--- config.mk ---
export PLATFORM = sky130hd
export DESIGN_NAME = trg_frame_tx_flat
export DESIGN_NICKNAME = d
export VERILOG_FILES = /design/src/rtl/trg_frame_tx_if.sv /design/src/rtl/trg_frame_tx.sv /design/src/flat_wrapper.sv
export SDC_FILE = /design/constraint.sdc
export NUM_CORES = 1
export LEC_CHECK = 0
export CAP_MARGIN = 10
export CORE_ASPECT_RATIO = 1.75
export CORE_MARGIN = 3
export CORE_UTILIZATION = 51
export CTS_BUF_LIST = sky130_fd_sc_hd__clkbuf_4 sky130_fd_sc_hd__clkbuf_8
export DETAILED_ROUTE_END_ITERATION = 12
export PLACE_DENSITY = 0.84
export SLEW_MARGIN = 0
export SYNTH_ARGS = -nofsm -noshare
export SYNTH_HDL_FRONTEND = slang
export SYNTH_SLANG_ARGS = --single-unit
--- constraint.sdc ---
create_clock -name TRG_CLK80 -period 1.6 [get_ports TRG_CLK80]
set_input_delay 0.16 -clock TRG_CLK80 [delete_from_list [all_inputs] [get_ports TRG_CLK80]]
set_output_delay 0.16 -clock TRG_CLK80 [all_outputs]
set_load 0.02 [all_outputs]
--- src/rtl/trg_frame_tx_if.sv ---
// Trigger-link GTX transmit bus.
//   TX_DATA    : 32-bit word for GTX TXDATA
//   TX_ISK     : 4-bit GTX TXCHARISK (one bit per byte, 1 = K-char)
//   FRAME_STRT : pulse coincident with word 0 of every frame
//   LTNCY_TRIG : pulse coincident with the last word of a marker frame
// master = frame builder (drives), slave = GTX wrapper / monitor (observes).
interface trg_frame_tx_if;
  logic [31:0] TX_DATA;
  logic [3:0]  TX_ISK;
  logic        FRAME_STRT;
  logic        LTNCY_TRIG;

  modport master (output TX_DATA, TX_ISK, FRAME_STRT, LTNCY_TRIG);
  modport slave  (input  TX_DATA, TX_ISK, FRAME_STRT, LTNCY_TRIG);
endinterface

--- src/rtl/trg_frame_tx.sv ---
// Trigger-link frame builder for a buffer-bypass GTX transmitter (TXUSRCLK2).
// Packs NCH comparator bytes (or a PRBS-31 test pattern) plus a 16-bit K-char
// separator into WPF=(NCH+2)/4 32-bit words per frame, back to back. Every
// 2^MARK_LOG2-th frame is a latency marker (K28.7 separator). K28.5 idle commas
// are sent while the link is held in reset.
// Ports:
//   TRG_CLK80    : TXUSRCLK2 clock, rising edge
//   TRG_RST_N    : asynchronous active-low reset
//   TX_RST       : synchronous link reset, idle commas while high
//   ENA_TEST_PAT : 1 = PRBS payload, 0 = COMP_DATA payload (sampled at frame start)
//   INJ_ERR      : rising edge corrupts bit 0 of the next PRBS frame
//   COMP_DATA    : comparator bytes, byte 0 in [7:0]
//   FRAME_CNT    : frames sent (only with TRG_FRAME_CNT_EN defined)
//   gtx          : TX_DATA / TX_ISK / FRAME_STRT / LTNCY_TRIG (master modport)
// Optional feature macro: TRG_FRAME_CNT_EN (adds the FRAME_CNT port and counter).
module trg_frame_tx #(
  parameter int unsigned NCH       = 6,
  parameter int unsigned MARK_LOG2 = 8,
  parameter              PRBS_SEED = 48'hFFFFFF000000,
  parameter int unsigned PRBS_HOLD = 8
) (
  input  logic              TRG_CLK80,
  input  logic              TRG_RST_N,
  input  logic              TX_RST,
  input  logic              ENA_TEST_PAT,
  input  logic              INJ_ERR,
  input  logic [8*NCH-1:0]  COMP_DATA,
`ifdef TRG_FRAME_CNT_EN
  output logic [31:0]       FRAME_CNT,
`endif
  trg_frame_tx_if.master    gtx
);

  localparam int unsigned DW  = 8 * NCH;
  localparam int unsigned WPF = (NCH + 2) / 4;
  // PRBS-31 taps need at least 31 bits of history
  localparam int unsigned RW  = (DW < 31) ? 31 : DW;
  localparam int unsigned WCW = (WPF > 1) ? $clog2(WPF) : 1;

  localparam logic [RW-1:0]  SEED      = RW'(PRBS_SEED);
  localparam logic [WCW-1:0] WC_LAST   = WCW'(WPF - 1);
  localparam logic [31:0]    IDLE_WORD = 32'h50BC50BC;
  localparam logic [3:0]     IDLE_ISK  = 4'b0101;
  localparam logic [15:0]    SEP_K285  = 16'h50BC;
  localparam logic [15:0]    SEP_K287  = 16'h50FC;

  typedef enum logic [1:0] {S_IDLE, S_HOLD, S_RUN} state_t;

  state_t                r_state, w_state_nxt;
  logic [WCW-1:0]        r_wc, w_wc_nxt;
  logic [MARK_LOG2-1:0]  r_mark_cnt, w_mark_cnt_nxt;
  logic [7:0]            r_hold_cnt, w_hold_cnt_nxt;
  logic [RW-1:0]         r_prbs, w_prbs_nxt, w_prbs_adv;
  logic [DW-1:0]         r_pay, w_pay_nxt, w_src;
  logic                  r_mark_frm, w_mark_nxt;
  logic                  r_inj_d, r_inj_pend, w_pend_nxt, w_inj_rise;
  logic [31:0]           r_tx_data, w_tx_data;
  logic [3:0]            r_tx_isk, w_tx_isk;
  logic                  r_frame_strt, w_strt;
  logic                  r_ltncy_trig, w_trig;
  logic                  w_active, w_fstart, w_fend;
  logic [32*WPF-1:0]     w_pad, w_shift;

  always_ff @(posedge TRG_CLK80 or negedge TRG_RST_N) begin
    if (!TRG_RST_N) r_state <= S_IDLE;
    else            r_state <= w_state_nxt;
  end

  always_comb begin
    w_active   = (r_state != S_IDLE);
    w_fstart   = w_active && (r_wc == '0);
    w_fend     = w_active && (r_wc == WC_LAST);
    w_inj_rise = INJ_ERR && !r_inj_d;

    // DW serial steps of x^31+x^28+1; MSB is the oldest (first transmitted) bit
    w_prbs_adv = r_prbs;
    for (int unsigned i = 0; i < DW; i++)
      w_prbs_adv = {w_prbs_adv[RW-2:0], w_prbs_adv[30] ^ w_prbs_adv[27]};

    // RUN transmits the freshly advanced pattern; HOLD keeps sending the seed
    w_src = (r_state == S_RUN) ? w_prbs_adv[DW-1:0] : r_prbs[DW-1:0];

    w_state_nxt    = r_state;
    w_wc_nxt       = r_wc;
    w_mark_cnt_nxt = r_mark_cnt;
    w_hold_cnt_nxt = r_hold_cnt;
    w_prbs_nxt     = r_prbs;
    w_pay_nxt      = r_pay;
    w_mark_nxt     = r_mark_frm;
    w_pend_nxt     = (r_inj_pend && !(w_fstart && ENA_TEST_PAT)) || w_inj_rise;

    case (r_state)
      S_IDLE:  w_state_nxt = (PRBS_HOLD == 0) ? S_RUN : S_HOLD;
      S_HOLD:  if (w_fend && ((r_hold_cnt + 8'd1) == 8'(PRBS_HOLD)))
                 w_state_nxt = S_RUN;
      S_RUN:   w_state_nxt = S_RUN;
      default: w_state_nxt = S_IDLE;
    endcase

    if (w_active) begin
      w_wc_nxt = w_fend ? '0 : r_wc + 1'b1;
      if (w_fstart) begin
        // error injection flips only the transmitted copy, never the LFSR
        w_pay_nxt      = ENA_TEST_PAT ? (w_src ^ DW'(r_inj_pend)) : COMP_DATA;
        w_mark_nxt     = (r_mark_cnt == '0);
        w_mark_cnt_nxt = r_mark_cnt + 1'b1;
        if (r_state == S_RUN) w_prbs_nxt = w_prbs_adv;
      end
      if (w_fend && (r_state == S_HOLD)) w_hold_cnt_nxt = r_hold_cnt + 8'd1;
    end

    if (TX_RST) begin
      w_state_nxt    = S_IDLE;
      w_wc_nxt       = '0;
      w_mark_cnt_nxt = '0;
      w_hold_cnt_nxt = '0;
      w_prbs_nxt     = SEED;
      w_pend_nxt     = 1'b0;
    end

    // Payload followed by separator is exactly WPF words; word k sits at the top after k shifts
    w_pad     = {w_pay_nxt, w_mark_nxt ? SEP_K287 : SEP_K285};
    w_shift   = w_pad << {r_wc, 5'd0};
    w_tx_data = IDLE_WORD;
    w_tx_isk  = IDLE_ISK;
    w_strt    = 1'b0;
    w_trig    = 1'b0;
    if (w_active && !TX_RST) begin
      w_tx_data = w_shift[32*WPF-1 -: 32];
      w_tx_isk  = (r_wc == WC_LAST) ? 4'b0001 : 4'b0000;
      w_strt    = w_fstart;
      w_trig    = w_fend && w_mark_nxt;
    end
  end

  always_ff @(posedge TRG_CLK80 or negedge TRG_RST_N) begin
    if (!TRG_RST_N) begin
      r_wc         <= '0;
      r_mark_cnt   <= '0;
      r_hold_cnt   <= '0;
      r_prbs       <= SEED;
      r_pay        <= '0;
      r_mark_frm   <= 1'b0;
      r_inj_d      <= 1'b0;
      r_inj_pend   <= 1'b0;
      r_tx_data    <= IDLE_WORD;
      r_tx_isk     <= IDLE_ISK;
      r_frame_strt <= 1'b0;
      r_ltncy_trig <= 1'b0;
    end else begin
      r_wc         <= w_wc_nxt;
      r_mark_cnt   <= w_mark_cnt_nxt;
      r_hold_cnt   <= w_hold_cnt_nxt;
      r_prbs       <= w_prbs_nxt;
      r_pay        <= w_pay_nxt;
      r_mark_frm   <= w_mark_nxt;
      r_inj_d      <= INJ_ERR;
      r_inj_pend   <= w_pend_nxt;
      r_tx_data    <= w_tx_data;
      r_tx_isk     <= w_tx_isk;
      r_frame_strt <= w_strt;
      r_ltncy_trig <= w_trig;
    end
  end

`ifdef TRG_FRAME_CNT_EN
  logic [31:0] r_frame_cnt;

  // Survives TX_RST; only the hard reset clears it
  always_ff @(posedge TRG_CLK80 or negedge TRG_RST_N) begin
    if (!TRG_RST_N) r_frame_cnt <= '0;
    else            r_frame_cnt <= r_frame_cnt + {31'd0, w_strt};
  end

  assign FRAME_CNT = r_frame_cnt;
`endif

  assign gtx.TX_DATA    = r_tx_data;
  assign gtx.TX_ISK     = r_tx_isk;
  assign gtx.FRAME_STRT = r_frame_strt;
  assign gtx.LTNCY_TRIG = r_ltncy_trig;

endmodule

--- src/flat_wrapper.sv ---
// flat-port wrapper written by rule: the top's interface ports become plain ports
module trg_frame_tx_flat 
#(
  parameter int unsigned NCH       = 6,
  parameter int unsigned MARK_LOG2 = 8,
  parameter              PRBS_SEED = 48'hFFFFFF000000,
  parameter int unsigned PRBS_HOLD = 8
)
  (TRG_CLK80, TRG_RST_N, TX_RST, ENA_TEST_PAT, INJ_ERR, COMP_DATA, gtx_TX_DATA, gtx_TX_ISK, gtx_FRAME_STRT, gtx_LTNCY_TRIG);
  trg_frame_tx_if gtx_i ();
  input  logic TRG_CLK80;
  input  logic TRG_RST_N;
  input  logic TX_RST;
  input  logic ENA_TEST_PAT;
  input  logic INJ_ERR;
  input  logic [8*NCH-1:0] COMP_DATA;
  output wire logic [$bits(gtx_i.TX_DATA)-1:0] gtx_TX_DATA;
  output wire logic [$bits(gtx_i.TX_ISK)-1:0] gtx_TX_ISK;
  output wire logic [$bits(gtx_i.FRAME_STRT)-1:0] gtx_FRAME_STRT;
  output wire logic [$bits(gtx_i.LTNCY_TRIG)-1:0] gtx_LTNCY_TRIG;
  assign gtx_TX_DATA = gtx_i.TX_DATA;
  assign gtx_TX_ISK = gtx_i.TX_ISK;
  assign gtx_FRAME_STRT = gtx_i.FRAME_STRT;
  assign gtx_LTNCY_TRIG = gtx_i.LTNCY_TRIG;
  trg_frame_tx #(.NCH(NCH), .MARK_LOG2(MARK_LOG2), .PRBS_SEED(PRBS_SEED), .PRBS_HOLD(PRBS_HOLD)) u_core (.TRG_CLK80(TRG_CLK80), .TRG_RST_N(TRG_RST_N), .TX_RST(TX_RST), .ENA_TEST_PAT(ENA_TEST_PAT), .INJ_ERR(INJ_ERR), .COMP_DATA(COMP_DATA), .gtx(gtx_i));
endmodule
==> metrics.md <==
| Metric | Value |
|---|---|
| Vias in the first global route | 5441 |
| Pre-CTS setup slack | -0.249 ns |
| H-tree lvl count | 4 |
| Slew margin rel. | between 60% and 70% |
| Critical Path AT | a little over 2 ns |
| Share of cells above drive strength 1 | around a quarter |
| Largest net degree at the start of global routing | 52 |
| Setup crit end kind | flop |
| Area Growth Syn to Fin | 33.2% |
| Via Count | approximately 5500 |
| Status | finished with violations |
| Drt first-iter violations | 559 |
| Final Critical Period | around 1.7 ns |
| # diodes | 0 |
| Final hold viol count | 0 |
| Leading area contributor after synthesis | dfrtp_1 |
| Ys Warns | 0 |
| CTS Buffer Depth | 2 |
| Num CTS Buffers | 17 |
| Ys async rst share | 100% |
| Avg Inst Size Synth | around 9.2 sq um |
| Post-synth EDFFs | 0 |
| Post-DP Area | between 7000 and 8000 sq um |
| Top post-synthesis cells by count | nor2_1, dfrtp_1, nand2_1 |
| Drt wl/cell | 19.8 um |
| Cells after Synth | 686 |
| Unrepaired setup endpoints after global routing | true |
| WP data required | 1.92 ns |
| Crit path launch | u_core.r_state[1] |
| Kind of critical path | reg -> reg |
| CTS tree | built |
| Initial core utilization | a little over half |
| Seq/Total Area, Yosys | approximately half |
| Core area | 12100 sq um |
| Max-cap viol count | 0 |
| Die Wd | roughly 90 um |
| Leak | 3.45 nW |
| Top-count cell post-synth | nor2_1 |
| Worst-Margin Slew | approximately 0.57 ns |
| Clock tree root buffer cell | clkbuf_8 |
| Synth Flop Type | dfrtp_1 |
| Die Y | ~150 um |
| Routability congestion estimate | between 0.8 and 0.9 |
| PD cells | ~1500 nW/um^2 |
| Max FO, Critical Path | 10 |
| Initial antenna violation count | 0 |
| Top-Level Pins | between 90 and 100 |
| First-pass GRT wire length | approximately 27000 um |
| Failing checks | negative setup slack |
| Nets | a little over 800 |
| Antenna viol nets, final | 0 |
| Hpwl dp | about 12000 um |
| Crit start category | flop |
| Clk pin slew, worst setup/hold paths | roughly 0.08 ns |
| Fmax | around 570 MHz |
| Worst Clk Skew | ~0.014 ns |
| Min-Delay Path Class | in -> async |
| Port bufs | about 90 |
| CTS sink count | 122 |
| Die Area | 13900 sq um |
| Setup Viol. Count Final | 24 |
| Reg2Reg Depth | 8 |
| R2r setup slk | -0.14 ns |
| Worst-skew pair later-pin latency | approximately 0.45 ns |
| Final WS setup | -0.142 ns |
| Final Slew Violations | 0 |
| Rows | 53 |
| Synth cell types | between 40 and 50 |
| DR DRC count | 0 |
| Post-Layout Inst Area | 8440 sq um |
| Drt first pass iters | 5 |
| Post-Route WL | between 15000 and 20000 um |
| GR Overflow Total | 0 |
| Max VDD drop | 0.876 mV |
| Routed vias/inst | about 5.8 |
| Period utilization | 109% |
| Synth top area share | between 30% and 40% |
| Hold_ws | 0.137 ns |
| Worst r2r src | u_core.r_state[1] |
| Crit Reg-Reg Endpoint | u_core.gtx.TX_DATA[17] |
| Syn Std Cell Area | about 6300 sq um |
| All-Layer GR Usage | 24.9% |
| #FFs+latches synth | 122 |
| Largest cells by area after synthesis | dfrtp_1, dfstp_2, xnor2_1 |
| Filler cell count | approximately 860 |
[timing repair]
item,in CTS,in global routing
endpoints found under the hold margin,97,0
gates cloned,0,5
setup buffers,1,6
endpoints found under the setup margin,60,59
gates resized for setup,35,79
hold buffers,1,0
pin swaps,4,21
[cell families (layout without fill, tap and decap cells)]
logic type / Yosys count / after routing / share of synthesized area (%)
AND/OR/NAND/NOR: 223 / 223 / 15.0
AO/OA/AOI/OAI: 142 / 142 / 13.0
adder cells (fa/ha/maj): 6 / 6 / 1.18
other: 1 / 2 / 0.0592
XOR/XNOR: 62 / 62 / 8.57
buffers and inverters: 83 / 179 / 5.75
flip-flops: 122 / 122 / 49.0
multiplexers: 47 / 47 / 7.42
[registers in the layout, indices dropped and copies added (netlist names)]
| name | count |
|---|---|
| u_core.r_prbs | 48 |
| u_core.gtx.TX_DATA | 32 |
| u_core.r_pay | 16 |
| u_core.r_hold_cnt | 8 |
| u_core.r_mark_cnt | 8 |
| u_core.gtx.TX_ISK | 2 |
| u_core.r_state | 2 |
| u_core.gtx.FRAME_STRT | 1 |
| u_core.gtx.LTNCY_TRIG | 1 |
| u_core.r_inj_d | 1 |
| u_core.r_inj_pend | 1 |
| u_core.r_mark_frm | 1 |
| u_core.r_wc | 1 |
[metal layers]
metal	vias to the layer above	wire, um	global-route usage [%]
met5	-	0	0
met4	0	962	14.3
li1	2442	-	-
met3	75	1160	4.23
met2	266	10100	44.9
met1	2705	6530	27.3
[worst max-delay path by stage]
stage / endpoint / slack, ns / cells past startpoint
after floorplan: u_core.r_state[0] / 0.004 / 6
after global placement: u_core.r_pay[10] / -0.09 / 8
after detailed placement: u_core.r_pay[10] / -0.25 / 8
after CTS: u_core.r_state[0] / -0.08 / 6
after global routing: u_core.gtx.TX_DATA[17] / -0.16 / 8
final: u_core.gtx.TX_DATA[17] / -0.14 / 8
[stage by stage]
step	setup TNS (ns)	utilization (%)	total power, mW	cells
after floorplan	0	-	7.00	687
after global placement	-0.391	62.4	8.59	903
after detailed placement	-2.37	62.4	8.77	903
after CTS	-0.133	66.5	11.8	937
after global routing	-3.28	70.0	13.1	948
final	-0.928	70.0	12.6	948
[cell usage in the layout, fill, tap and decap left out, drive strengths merged, types with 2 or more instances in the layout]
master | netlist | layout
a211o | 24 | 24
a211oi | 5 | 5
a21oi | 76 | 76
a31oi | 3 | 3
and2 | 3 | 3
and3 | 2 | 2
buf | 35 | 45
bufinv | 0 | 3
clkbuf | 37 | 30
clkdlybuf4s50 | 0 | 68
clkinv | 0 | 3
conb | 1 | 2
dfrtp | 82 | 82
dfstp | 40 | 40
dlygate4sd2 | 0 | 16
ha | 6 | 6
inv | 11 | 11
mux2i | 47 | 47
nand2 | 80 | 80
nand2b | 4 | 4
nand3 | 4 | 4
nand3b | 5 | 5
nand4 | 5 | 5
nor2 | 108 | 108
nor3 | 4 | 4
nor3b | 2 | 2
o21ai | 31 | 31
xnor2 | 55 | 55
xor2 | 7 | 7
[report_power, final]
| group | switching, mW | internal, mW | total (mW) |
|---|---|---|---|
| logic | 2.81 | 2.20 | 5.01 |
| registers | 0.599 | 3.90 | 4.50 |
| clock network | 1.23 | 1.82 | 3.05 |
| total | 4.64 | 7.92 | 12.6 |
[layout make-up]
cell class | instances | area (sq um) | share of cell area, %
clock inverters | 7 | 113 | 1.33
multi-input cells | 482 | 3170 | 37.6
repair buffers | 136 | 1480 | 17.5
clock buffers | 25 | 332 | 3.93
flip-flops and latches | 122 | 3100 | 36.7
well taps | 165 | 206 | 2.44
inverters | 11 | 43.8 | 0.519
[worst max-delay path, cell delays in order (launching register included)]
cell	delay (ns)
dfrtp_1	0.42
buf_6	0.14
ha_4	0.21
buf_12	0.16
buf_12	0.15
nor2_4	0.10
a21oi_2	0.04
mux2i_1	0.28
o21ai_2	0.10
Note: power is estimated with default switching activity, not from simulation.
